### src/rtl/mux8to1_pkg.sv
// Shared constants for the 8:1 mux slice.
package mux8to1_pkg;
  localparam int unsigned LANES      = 8;
  localparam int unsigned SEL_W      = 3;
  localparam int unsigned DATA_W_DEF = 1;
endpackage : mux8to1_pkg

### src/rtl/mux8to1_mux2to1.sv
// DATA_W-wide 2:1 mux; the leaf cell of the 8:1 select tree.
module mux2to1
  import mux8to1_pkg::*;
#(
  parameter int unsigned DATA_W = DATA_W_DEF
) (
  input  logic [DATA_W-1:0] i_a,
  input  logic [DATA_W-1:0] i_b,
  input  logic              i_sel,
  output logic [DATA_W-1:0] o_y_c
);

  assign o_y_c = i_sel ? i_b : i_a;

endmodule : mux2to1

### src/rtl/mux8to1.sv
// 8:1 lane mux with registered lane/select copies.
// Define MUX8TO1_REG_OUT_EN to drive Y from the registered lane instead of the tree.
module mux8to1
  import mux8to1_pkg::*;
#(
  parameter int unsigned DATA_W = DATA_W_DEF
) (
  input  logic                    clk,
  input  logic                    rst_n,
  input  logic [LANES*DATA_W-1:0] I,
  input  logic [SEL_W-1:0]        S,
  output logic [DATA_W-1:0]       Y,
  output logic [DATA_W-1:0]       y_q,
  output logic [SEL_W-1:0]        s_q
);

  logic [DATA_W-1:0] w_l1 [4];
  logic [DATA_W-1:0] w_l2 [2];
  logic [DATA_W-1:0] w_y;
  logic [DATA_W-1:0] r_y_q;
  logic [SEL_W-1:0]  r_s_q;

  // Level 1: adjacent lane pairs, split by S[0]
  for (genvar k = 0; k < 4; k++) begin : g_l1
    mux2to1 #(.DATA_W(DATA_W)) u_mux (
      .i_a   (I[(2*k)*DATA_W +: DATA_W]),
      .i_b   (I[(2*k+1)*DATA_W +: DATA_W]),
      .i_sel (S[0]),
      .o_y_c (w_l1[k])
    );
  end

  for (genvar k = 0; k < 2; k++) begin : g_l2
    mux2to1 #(.DATA_W(DATA_W)) u_mux (
      .i_a   (w_l1[2*k]),
      .i_b   (w_l1[2*k+1]),
      .i_sel (S[1]),
      .o_y_c (w_l2[k])
    );
  end

  mux2to1 #(.DATA_W(DATA_W)) u_l3 (
    .i_a   (w_l2[0]),
    .i_b   (w_l2[1]),
    .i_sel (S[2]),
    .o_y_c (w_y)
  );

  always_ff @(posedge clk) begin
    if (!rst_n) begin
      r_y_q <= '0;
      r_s_q <= '0;
    end else begin
      r_y_q <= w_y;
      r_s_q <= S;
    end
  end

  assign y_q = r_y_q;
  assign s_q = r_s_q;

`ifdef MUX8TO1_REG_OUT_EN
  assign Y = r_y_q;
`else
  assign Y = w_y;
`endif

endmodule : mux8to1

### config.mk
export PLATFORM = sky130hd
export DESIGN_NAME = mux8to1
export DESIGN_NICKNAME = d
export VERILOG_FILES = /design/src/rtl/mux8to1_pkg.sv /design/src/rtl/mux8to1_mux2to1.sv /design/src/rtl/mux8to1.sv
export SDC_FILE = /design/constraint.sdc
export NUM_CORES = 1
export LEC_CHECK = 0
export ABC_AREA = 0
export CORE_AREA = 2 2 39 41
export CTS_BUF_LIST = sky130_fd_sc_hd__clkbuf_8
export CTS_CLUSTER_DIAMETER = 40
export DETAILED_ROUTE_END_ITERATION = 10
export DIE_AREA = 0 0 41 43
export GPL_TIMING_DRIVEN = 0
export PLACE_DENSITY = 0.45
export SYNTH_ARGS = -nofsm -noshare
export SYNTH_HDL_FRONTEND = slang
export SYNTH_SLANG_ARGS = --single-unit
### constraint.sdc
create_clock -name clk -period 2.3 [get_ports clk]
set_clock_uncertainty 0.15 [all_clocks]
set_input_delay 0.575 -clock clk [delete_from_list [all_inputs] [get_ports clk]]
set_output_delay 0.575 -clock clk [all_outputs]
set_load 0.02 [all_outputs]
; After elaboration in Yosys (flattened, before gate mapping)
; Index checks and enable logic that the tools add are counted.
[totals]
reg_bits = 4
latchBits = 0
ram_bits = 0
mem_bits_ro = 0
mem_count = 0
[classes]
n_addsub = 0
mul = 0
div = 0
n_lt_le_gt_ge = 0
n_eq_ne = 0
n_shift = 0
mux = 7
bitwise = 0
n_reduce_logical = 0
[ops]
columns = operator, n
row1 = two-way mux 1 bit, 7

; Logic depth before layout (Yosys ltp)
[depth]
word_depth = 3
depth_mapped = 4

; By module
; A second synthesis with hierarchy kept.
[unflattened]
cells_unflattened = 15
area_unflattened_um2 = 210.2
[modules_own_cells]
columns = module, n_inst, cells_each, area_per_inst_um2
row1 = mux2to1, 7, 1, 15.0
row2 = mux8to1, 1, 8, 105.1

; Worst setup path before layout
; Ideal clock, no wire load.
[synth_path]
path_type = input -> output
start = in S[0]
end = out Y
arrival_time_ps = 1427
t_required_ps = 1575
slack_ps = 148
stages = 4
path_cell_list = buf_6 mux2i_1 mux4_2 inv_1
[synth_between]
elab_chain_cells = 3
elab_cells_between_ends = 7
classes_between = mux (7)
[synth_lines]
columns = item, line_no
row1 = from (decl), mux8to1.sv:11  ; input logic [SEL_W-1:0] S,
row2 = two-way mux 1 bit (2 in series), mux8to1_mux2to1.sv:13  ; assign o_y_c = i_sel ? i_b : i_a;
row3 = two-way mux 1 bit *, mux8to1_mux2to1.sv:13
row4 = to (decl), mux8to1.sv:12  ; output logic [DATA_W-1:0] Y,
; Every way passes the cells marked *; elsewhere a longest branch is shown, timed or not.

; Worst setup path after layout
[layout_path]
start = in S[1]
end = out Y
[layout_between]
elab_chain_cells = 2
elab_cells_between_ends = 3
classes_between = mux (3)
[layout_lines]
columns = item, line_no
row1 = two-way mux 1 bit, mux8to1_mux2to1.sv:13
row2 = two-way mux 1 bit *, mux8to1_mux2to1.sv:13
; Marked as above.

==> metrics.cfg <==
[drt]
drtIter0Drc=0
num_vias=196
first_pass_iters=1
ant_nets=0
vias_per_cell=3.70
wire_per_inst_um=8.04
drt_wl_total_um=426
drc=0

[hold_path]
hold_path_end=s_q[0]
hold_path.startpoint=S[0]
hold_class=in2reg
whs_path_depth=2

[cells_and_area]
nNetsFinal=52
finalInstanceArea_um2=418
antennaDiodeCount=0
areaGrowthSynthToFinish_pct=123
layout-drive-gt1-share=0.297
mostFrequentLayoutCells=8 x dlygate4sd2_1, 5 x clkdlybuf4s50_1, 4 x mux2i_1, 4 x dfxtp_1, 3 x clkbuf_8
stdcell_count=53
mostFrequentLayoutCell=dlygate4sd2_1
final.fill_count=150
fin_util=0.302

[sta]
hold_viol_final=0
tightest_slew_ps=213
setup_ws_ps=71.4
post-route-period-util=0.969
relSlewSlack=0.857
fin_crit_ps=2230
rsz0062_at_grt=no
drv_slew=0
setup_tns_ps=0
max_freq_ghz=0.449
setup-violations-final=0
timing.hold.ws_ps=464

[global_route]
grt_pass1_wl_um=669
grtUsageTotal=0.0643
grt_start_max_net_pins=6
grt_pass1_vias=174
gr-total-overflow=0
antenna_found_initial=0

[setup_path]
crit_path_end_kind=primary output
crit_path_start_kind=input pin
cp.arrival_ps=1500
cp_data_required_time_ps=1570
worstSetupPathType=in2out
critPathMaxFanout=2

[clock_tree]
postCtsHoldBufs=0
cts.sinks=4
numCtsBuffers=3
clkSlewWorstSetupHoldPaths_ps=30
root_buffer=clkbuf_8
clock_path_buffers=2
htreeDepth=1
cts_tree=yes

[placed_design]
placement.io_buffers=16
place_inst=48
gp_congestion=0.583
dpl_worst_slack_ps=-721
postPlaceCellArea_um2=368

[floorplanning]
die_area_mm2=0.00176
die_x_um=41
coreArea_mm2=0.00138
ios=18
rows=14
initial_core_util=0.136
die_y_um=43

[power_and_ir_drop]
p_seq_frac=0.266
p_per_area_mw_per_mm2=676
p_sw_frac=0.208
peakVddDrop_uv=120
p_switching_mw=0.0587
p_leak_nw=0.205
p_int_mw=0.224
comb_power_share=0.214
pwr-share-clk=0.519
total_power_mw=0.283

[logic_synthesis]
synth_cell_type_count=8
yosysTopAreaCellShare=0.427
ys_warn_count=0
syn_area_um2=188
yosys-top-cells-area=dfxtp_1 43%, mux2i_1 21%, mux4_2 12%
ys_ff_latch=4
postSynthAreaPerCell_um2=11.7
syn_nets=29
synthCells=16
ys_seq_area_frac=0.427
yosysTopAreaCell=dfxtp_1

[flow_run]
drv_cap=0

[outcome]
status=finished, final reports clean

## routing by layer
metal / up-vias / track usage / part of all wire
met5: - / 0 / 0
met2: 20 / 0.0719 / 0.38
met1: 79 / 0.0643 / 0.35
li1: 95 / - / -
met4: 0 / 0.0800 / 0.033
met3: 2 / 0.0471 / 0.23
## kinds of logic after synthesis
kind of cell | synth area share
buffers and inverters | 0.100
and+or+nand+nor | 0.140
DFF | 0.427
muxes | 0.333
## worst max-delay path: stages
cell             delay, ps
clkdlybuf4s15_1        210
mux4_2                 540
inv_2                   70
buf_6                  110
## worst max-delay path by stage
stage | endpoint | cells after the start | slack [ps] | from
global placement | Y | 4 | -700 | S[1]
detailed placement | Y | 4 | -720 | S[1]
floorplan | Y | 4 | 150 | S[0]
finish | Y | 4 | 70 | S[1]
global route | Y | 5 | 30 | I[3]
CTS | Y | 4 | 0.9 | S[2]
## synth_stat cells
cell type  n
mux2i_1    4
buf_6      1
and2_1     2
inv_1      2
and2_2     1
mux4_2     1
nor2_2     1
dfxtp_1    4
## power groups by stage
stage | Combinational (mW) | Clock [mW] | Sequential [mW]
finish | 0.0606 | 0.147 | 0.0752
global placement | 0.0584 | 0 | 0.0761
global route | 0.0653 | 0.158 | 0.0756
floorplan | 0.0189 | 0 | 0.0821
detailed placement | 0.0587 | 0 | 0.0762
CTS | 0.0579 | 0.151 | 0.0753
## cell type report
cell class / count / area, um^2 / area share
timing repair buffer: 18 / 169 / 0.404
multi-input combinational: 9 / 88.8 / 0.213
sequential: 4 / 80.1 / 0.192
clock buffer: 3 / 41.3 / 0.0988
tap: 16 / 20.0 / 0.0479
buffer: 1 / 11.3 / 0.0269
inverter: 2 / 7.51 / 0.0180
## registers in the layout, summed over array words and instances, names as in the netlist
signal,cells
s_q,3
y_q,1
## repair_timing
action / 4_1_cts / 5_1_grt
setup endpoints to repair: 1 / 1
setup buffers: 1 / 1
resized for setup: 16 / 2
cloned: 0 / 0
Power figures use the tool's default switching activity.
